==> src/rtl/core_run_ctrl_pkg.sv <==
// Shared types and default sizing for the run-control sequencer.
// Optional feature macro used by the top: BREAKPOINT_EN.
package core_ctrl_pkg;

    typedef enum logic [2:0] {
        ST_RESET   = 3'd0,
        ST_HALT    = 3'd1,
        ST_RUN     = 3'd2,
        ST_STEP    = 3'd3,
        ST_TRAPPED = 3'd4
    } state_e;

    localparam int DEF_DIV_W      = 23;
    localparam int DEF_DEB_CYCLES = 65536;
    localparam int DEF_RST_CYCLES = 16;
    localparam int DEF_LED_W      = 11;

endpackage

==> src/rtl/core_run_ctrl_sw_debounce.sv <==
// Two-flop synchroniser followed by a stable-count debouncer for one board switch.
// The output only follows the synced input after DEB_CYCLES consecutive differing cycles.
module sw_debounce #(
    parameter int DEB_CYCLES = 65536
) (
    input  logic clk,
    input  logic resetn,
    input  logic sw_i,
    output logic deb_o
);

    localparam int CW = $clog2(DEB_CYCLES + 1);

    logic          sync1_q, sync2_q;
    logic          deb_q, deb_d;
    logic [CW-1:0] cnt_q, cnt_d;

    always_comb begin
        deb_d = deb_q;
        cnt_d = '0;
        // Any cycle where the synced input agrees with the output restarts the count.
        if (sync2_q != deb_q) begin
            if (cnt_q == CW'(DEB_CYCLES - 1)) begin
                deb_d = sync2_q;
            end else begin
                cnt_d = cnt_q + 1'b1;
            end
        end
    end

    always_ff @(posedge clk) begin
        if (!resetn) begin
            sync1_q <= 1'b0;
            sync2_q <= 1'b0;
            deb_q   <= 1'b0;
            cnt_q   <= '0;
        end else begin
            sync1_q <= sw_i;
            sync2_q <= sync1_q;
            deb_q   <= deb_d;
            cnt_q   <= cnt_d;
        end
    end

    assign deb_o = deb_q;

endmodule

==> src/rtl/core_run_ctrl.sv <==
// Run-control sequencer: core clock-enable, run/step/trap handling, core reset sequencing.
// Define BREAKPOINT_EN to add the bp_addr/bp_valid breakpoint inputs.
module core_run_ctrl
    import core_ctrl_pkg::*;
#(
    parameter int DIV_W      = DEF_DIV_W,
    parameter int DEB_CYCLES = DEF_DEB_CYCLES,
    parameter int RST_CYCLES = DEF_RST_CYCLES,
    parameter int LED_W      = DEF_LED_W
) (
    input  logic             clk,
    input  logic             resetn,
    input  logic             sw_run,
    input  logic             sw_step,
    input  logic             trap,
    input  logic [31:0]      pc,
`ifdef BREAKPOINT_EN
    input  logic [31:0]      bp_addr,
    input  logic             bp_valid,
`endif
    output logic             core_ce,
    output logic             core_resetn,
    output logic             halted,
    output logic             trapped,
    output logic [LED_W-1:0] led_pc,
    output logic [31:0]      ce_count,
    output state_e           dbg_state
);

    localparam int RCW = $clog2(RST_CYCLES + 1);

    state_e           state_q, state_d;
    logic [DIV_W-1:0] div_q;
    logic [RCW-1:0]   rst_cnt_q;
    logic             run_deb, step_deb;
    logic             run_prev_q, step_prev_q;
    logic             ce_prev_q;
    logic             core_resetn_q, halted_q, trapped_q;
    logic [LED_W-1:0] led_q;
    logic [31:0]      ce_count_q;
    logic             tick, step_edge, run_fall, bp_hit;

    sw_debounce #(.DEB_CYCLES(DEB_CYCLES)) u_deb_run (
        .clk(clk), .resetn(resetn), .sw_i(sw_run), .deb_o(run_deb)
    );

    sw_debounce #(.DEB_CYCLES(DEB_CYCLES)) u_deb_step (
        .clk(clk), .resetn(resetn), .sw_i(sw_step), .deb_o(step_deb)
    );

    assign tick      = &div_q;
    assign step_edge = step_deb & ~step_prev_q;
    assign run_fall  = run_prev_q & ~run_deb;
    assign core_ce   = tick & ((state_q == ST_RUN) | (state_q == ST_STEP)) & ~trap;

`ifdef BREAKPOINT_EN
    // pc already reflects the step taken by the previous enable pulse.
    assign bp_hit = ce_prev_q & bp_valid & (pc == bp_addr);
`else
    assign bp_hit = 1'b0;
    if (LED_W < 32) begin : g_unused_pc
        logic unused_pc;
        assign unused_pc = ^pc[31:LED_W];
    end
`endif

    always_comb begin
        state_d = state_q;
        case (state_q)
            ST_RESET:   if (rst_cnt_q == RCW'(RST_CYCLES - 1)) state_d = run_deb ? ST_RUN : ST_HALT;
            ST_HALT:    if (run_deb) state_d = ST_RUN;
                        else if (step_edge) state_d = ST_STEP;
            ST_RUN:     if (trap) state_d = ST_TRAPPED;
                        else if (!run_deb || bp_hit) state_d = ST_HALT;
            ST_STEP:    if (trap) state_d = ST_TRAPPED;
                        else if (tick) state_d = ST_HALT;
            ST_TRAPPED: if (run_fall) state_d = ST_RESET;
            default:    state_d = ST_RESET;
        endcase
    end

    always_ff @(posedge clk) begin
        if (!resetn) begin
            state_q       <= ST_RESET;
            div_q         <= '0;
            rst_cnt_q     <= '0;
            run_prev_q    <= 1'b0;
            step_prev_q   <= 1'b0;
            ce_prev_q     <= 1'b0;
            core_resetn_q <= 1'b0;
            halted_q      <= 1'b0;
            trapped_q     <= 1'b0;
            led_q         <= '0;
            ce_count_q    <= '0;
        end else begin
            state_q       <= state_d;
            div_q         <= div_q + 1'b1;
            rst_cnt_q     <= (state_q == ST_RESET) ? rst_cnt_q + 1'b1 : '0;
            run_prev_q    <= run_deb;
            step_prev_q   <= step_deb;
            ce_prev_q     <= core_ce;
            core_resetn_q <= (state_d != ST_RESET);
            halted_q      <= (state_d == ST_HALT) || (state_d == ST_TRAPPED);
            trapped_q     <= (state_d == ST_TRAPPED);
            if (ce_prev_q || (state_d == ST_TRAPPED && state_q != ST_TRAPPED)) begin
                led_q <= pc[LED_W-1:0];
            end
            if (state_d == ST_RESET && state_q != ST_RESET) begin
                ce_count_q <= '0;
            end else if (core_ce) begin
                ce_count_q <= ce_count_q + 32'd1;
            end
        end
    end

    assign core_resetn = core_resetn_q;
    assign halted      = halted_q;
    assign trapped     = trapped_q;
    assign led_pc      = led_q;
    assign ce_count    = ce_count_q;
    assign dbg_state   = state_q;

endmodule
==> config.mk <==
export PLATFORM = sky130hd
export DESIGN_NAME = core_run_ctrl
export DESIGN_NICKNAME = d
export VERILOG_FILES = /design/src/rtl/core_run_ctrl_pkg.sv /design/src/rtl/core_run_ctrl_sw_debounce.sv /design/src/rtl/core_run_ctrl.sv
export SDC_FILE = /design/constraint.sdc
export NUM_CORES = 1
export LEC_CHECK = 0
export ABC_AREA = 0
export CORE_ASPECT_RATIO = 1.5
export CORE_MARGIN = 3
export CORE_UTILIZATION = 53
export DETAILED_ROUTE_END_ITERATION = 10
export PLACE_DENSITY_LB_ADDON = 0.3
export SKIP_CTS_REPAIR_TIMING = 1
export SYNTH_ARGS = -nofsm -noshare
export SYNTH_HDL_FRONTEND = slang
export SYNTH_SLANG_ARGS = --single-unit
==> constraint.sdc <==
create_clock -name clk -period 3.2 [get_ports clk]
set_clock_uncertainty 0.15 [all_clocks]
set_input_delay 0.96 -clock clk [delete_from_list [all_inputs] [get_ports clk]]
set_output_delay 0.96 -clock clk [all_outputs]
set_load 0.005 [all_outputs]
# Word-level counts from Yosys, hierarchy flattened
# Index checks and enable logic that the tools add are counted.
dict set report classes {
  n_addsub 5
  eq_ne 12
  mux 10
  n_bitwise 11
  reduce_logical 15
}
# operator n
set ops {}
lappend ops {{17-bit by 1-bit adder with 17-bit output, second input constant} 2}
lappend ops {{17-bit by 16-bit == test with 1-bit output, second input constant} 2}
lappend ops {{32-bit by 1-bit adder with 32-bit output, second input constant} 1}
lappend ops {{3-bit two-way mux} 8}
lappend ops {{23-bit by 1-bit adder with 23-bit output, second input constant} 1}
lappend ops {{23-bit AND reduction} 1}
lappend ops {{3-bit one-hot mux with 5 select lines} 1}
lappend ops {{3-bit by 1-bit == test with 1-bit output, second input constant} 2}
lappend ops {{3-bit by 2-bit == test with 1-bit output, second input constant} 2}
lappend ops {{3-bit == test, second input constant} 2}
lappend ops {{3-bit logical NOT} 2}
lappend ops {{1-bit NOT} 6}
lappend ops {{2-bit AND reduction} 3}
lappend ops {{3-bit nonzero test} 2}
lappend ops {{3-bit OR reduction} 2}
lappend ops {{5-bit by 1-bit adder with 5-bit output, second input constant} 1}
lappend ops {{5-bit by 4-bit == test with 1-bit output, second input constant} 1}
lappend ops {{1-bit AND} 4}
lappend ops {{3-bit inequality test, second input constant} 1}
lappend ops {{1-bit logical AND} 2}
lappend ops {{1-bit logical OR} 2}
lappend ops {{2-bit two-way mux} 1}
lappend ops {{1-bit inequality test} 2}
lappend ops {{2-bit OR reduction} 1}
lappend ops {{1-bit OR} 1}
dict set report totals {
  register_bits 120
  in_bits 37
  output_inout_bits 50
  elab_cells 72
}

# Longest topological paths before layout
dict set report depth {
  ltp_word 8
  ltp_mapped 9
  ltp_nobuf 8
}

# Hierarchy
# Synthesis repeated with hierarchy kept, for this count alone.
dict set report hier_totals {
  cells_unflattened 571
  hier_area_um2 5464.0
}
# module instances cells_each area_per_inst_um2 seq_area_each_um2
set modules_own_cells {}
lappend modules_own_cells {core_run_ctrl 1 385 3687.3 1601.5}
lappend modules_own_cells {sw_debounce 2 93 888.4 400.4}

# Worst setup path before layout
# Ideal clock, no wire load.
dict set report synth_timing {
  path_kind {reg-to-output}
  startpoint {reg div_q[0]}
  endpoint {out core_ce}
  arrival_ns 1.658
  t_required_ns 2.090
  setup_slack_ns 0.432
  path_stages_with_launch 7
  path_buffers 1
  path_cell_list {dfxtp_1 ha_1 nand4_4 or4_4 buf_6 nor2b_1 and2_1}
}
dict set report synth_via {
  elab_chain_cells 3
}
# element line
set synth_rtl {}
lappend synth_rtl {{start: declaration} core_run_ctrl.sv:33} ;# logic [DIV_W-1:0] div_q;
lappend synth_rtl {{start signal: assignment} core_run_ctrl.sv:97} ;# div_q <= div_q + 1'b1;
lappend synth_rtl {{23-bit AND reduction} core_run_ctrl.sv:51} ;# assign tick = &div_q;
lappend synth_rtl {{1-bit AND (2 in series)} core_run_ctrl.sv:54} ;# assign core_ce = tick & ((state_q == ST_RUN) | (state_q == ST_STEP)) & ~trap;
lappend synth_rtl {{end: declaration} core_run_ctrl.sv:21} ;# output logic core_ce,
# Every way passes these cells.

# Final worst setup path
dict set report layout_timing {
  startpoint {reg div_q[1]}
  endpoint {out core_ce}
}
# Same word-level chain as after synthesis.

==> impl_metrics.py <==
metrics = {
    "detailed_routing": {
        "drt-initial-drc-count": 170,
        "drc_errors": 0,
        "vias_per_cell": 5.45,
        "wirelength_um": 10700,
        "drtPass1Iterations": 4,
        "postRouteAntennaNets": 0,
        "vias": 4221,
        "routedWlPerCell_um": 13.7,
    },
    "sta": {
        "tightest_slew_ns": 0.799,
        "slew-limit-headroom_pct": 46.2,
        "final_max_slew_viol_count": 0,
        "setup_viol": 0,
        "rsz0062_at_grt": "no",
        "holdWs_ns": 0.285,
        "max_freq_mhz": 322,
        "min_period_ns": 3.10,
        "hold_viol": 0,
        "setup_ws_ns": 0.0975,
        "final.period_utilization_pct": 97.0,
    },
    "clock_tree": {
        "clkTransAtPathRegs_ns": 0.06,
        "numCtsBuffers": 17,
        "cts_tree": "built",
        "root_buffer": "clkbuf_16",
        "clock_latency_ns": 0.41,
        "cts_max_path_buffers": 2,
        "clock-sinks": 120,
        "h-tree-depth": 4,
    },
    "setup_path": {
        "r2r-end": "ce_count[7]$_SDFFE_PP0P_",
        "reg2reg_from": "div_q[1]$_SDFF_PN0_",
        "critical_path_arrival_ns": 1.99,
        "r2r_slack_ns": 0.75,
        "critPathKind": "reg -> out",
        "start_kind": "flop",
        "endpoint_kind": "primary output",
        "critPathMaxFanout": 3,
        "reg2regPathDepth": 7,
        "required_ns": 2.09,
    },
    "global_route": {
        "grt_pass1_wl_um": 18700,
        "overflow": 0,
        "antenna_found_initial": 0,
        "grt_max_degree": 46,
        "track_usage_pct": 20.8,
        "grt_pass1_vias": 4301,
    },
    "yosys": {
        "synth_top_cell_by_area": "dfxtp_1",
        "yosysWarnings": 0,
        "synth_edf_count": 0,
        "synth_nets": 621,
        "ys_seq_area_share_pct": 45.9,
        "synth_top_area_share_pct": 45.9,
        "avgSynthCellArea_um2": 9.09,
        "syn_inst": 576,
        "ys_seq_elements": 120,
        "yosys-top-cells-area": "dfxtp_1, xnor2_1, xor2_1",
        "netlist_area_um2": 5240,
        "synth_async_sr_flop_share_pct": 0,
        "ys.flop_type": "dfxtp_1",
        "synth_cell_types": 41,
    },
    "placed_design": {
        "gp_congestion": 0.824,
        "pre_cts_slack_ns": -0.260,
        "hpwl_um": 7540,
        "post-place-cells": 744,
        "portBuffers": 65,
        "dpl-instance-area_um2": 6050,
    },
    "layout": {
        "drive_above_1_share_pct": 8.90,
        "final_common_cell": "dfxtp_1",
        "antennaDiodeCount": 0,
        "layout_common_cells": "dfxtp_1, nor2_1, clkdlybuf4s50_1, xnor2_1, and2_1",
        "layout.cells.non_filler": 775,
        "final_area_um2": 6660,
        "nNetsFinal": 696,
        "syn2layout_area_growth_pct": 27.2,
    },
    "run": {
        "cap_violations": 0,
    },
    "power": {
        "p_comb_share_pct": 1.9,
        "p_clk_share_pct": 53.8,
        "power.switching_w": 0.000704,
        "pwr-share-seq_pct": 44.3,
        "p_leak_nw": 2.40,
        "p_per_area_nw_per_um2": 514,
        "irDropWorstVdd_mv": 0.446,
        "switching_share_pct": 20.6,
        "p_int_w": 0.00272,
    },
    "hold_path": {
        "min_from": "u_deb_step.sync1_q$_SDFF_PN0_",
        "whs_endpoint": "u_deb_step.sync2_q$_SDFF_PN0_",
        "hp-class": "reg -> reg",
        "hold_depth": 1,
    },
    "floorplan": {
        "ios": 87,
        "die_area_um2": 11100,
        "dieWidth_um": 87.1,
        "start_util_pct": 55.6,
        "die_y_um": 128,
        "num_rows": 43,
        "core_um2": 9420,
    },
    "run_status": {
        "status": "complete, no violations",
    },
}
-- state kept, by name (all words and copies together) (netlist names), 3 cells and up --
signal            flops
rst_cnt_q             5
u_deb_run.cnt_q      17
led_pc               11
dbg_state             3
u_deb_step.cnt_q     17
ce_count             32
div_q                23
-- power groups by stage --
| stage | clock (W) | sequential (W) | combinational (W) |
|---|---|---|---|
| 2_1_floorplan | 0 | 0.00154 | 0.0000302 |
| 3_3_place_gp | 0 | 0.00154 | 0.0000629 |
| 3_5_place_dp | 0 | 0.00154 | 0.0000650 |
| 4_1_cts | 0.00187 | 0.00151 | 0.0000654 |
| 5_1_grt | 0.00197 | 0.00151 | 0.0000727 |
| 6_report | 0.00184 | 0.00151 | 0.0000658 |
-- Yosys cell counts (2+ instances only) --
library cell	n
a21boi_0	3
a21oi_1	10
and2_1	35
and3_1	11
and4_1	12
buf_1	2
buf_6	2
clkbuf_1	21
dfxtp_1	120
ha_1	8
inv_1	16
mux2i_1	15
nand2_1	25
nand2b_1	3
nand3_1	32
nand3b_1	2
nand4_1	29
nor2_1	69
nor2b_1	16
nor3_1	9
nor4_1	21
nor4bb_1	2
o21ai_0	11
o31ai_1	3
or2_2	2
or3_1	10
or4_1	4
xnor2_1	41
xor2_1	30
-- cells by family (layout without fill, tap and decap cells) --
logic type,count (synthesis),after routing,synth area share (%)
AO/OA/AOI/OAI,32,32,3.68
XOR/XNOR,71,71,11.9
adder cells (fa/ha/maj),8,8,1.91
buffers and inverters,42,129,3.32
flip-flops,120,120,45.9
multiplexers,15,15,2.87
AND/OR/NAND/NOR,288,288,30.4
-- worst max-delay path: stages (launching register included) --
cell            delay [ns]
dfxtp_2               0.36
ha_4                  0.15
nand4_4               0.10
or4_4                 0.58
nor2b_4               0.12
and2_1                0.14
dlymetal6s2s_1        0.13
-- stage by stage --
| step | setup TNS, ns | utilization, % | total power, W |
|---|---|---|---|
| finish | 0 | 70.7 | 0.00342 |
| global route | 0 | 70.7 | 0.00355 |
| CTS | -0.344 | 70.5 | 0.00345 |
| detailed placement | -0.260 | 64.3 | 0.00161 |
| global placement | -0.254 | 64.3 | 0.00161 |
| floorplan | 0 | - | 0.00157 |
-- area by class of cell --
cell class                 instances  area, µm²
clock buffer                      19        453
clock inverter                    12        128
fill                             705       2760
inverter                          16       60.1
multi-input combinational        414       2680
sequential                       120       2400
tap                              112        140
timing repair buffer              82        793
-- worst max path at each step --
stage | startpoint | endpoint | slack [ns] | depth (start not counted)
finish | div_q[1]$_SDFF_PN0_ | core_ce | 0.1 | 6
detailed placement | trap | core_ce | -0.26 | 4
global placement | trap | core_ce | -0.25 | 4
CTS | div_q[1]$_SDFF_PN0_ | core_ce | -0.34 | 6
floorplan | div_q[0]$_SDFF_PN0_ | core_ce | 0.43 | 6
global route | div_q[1]$_SDFF_PN0_ | core_ce | 0.01 | 6
-- layer usage --
metal	global-route usage, %	part of all wire, %	vias to the layer above
met5	0	0	-
met4	10.3	2.1	0
met3	5.92	3.9	22
met2	36.6	53	77
met1	22.4	41	1974
li1	-	-	2148
Power figures use the tool's default switching activity.
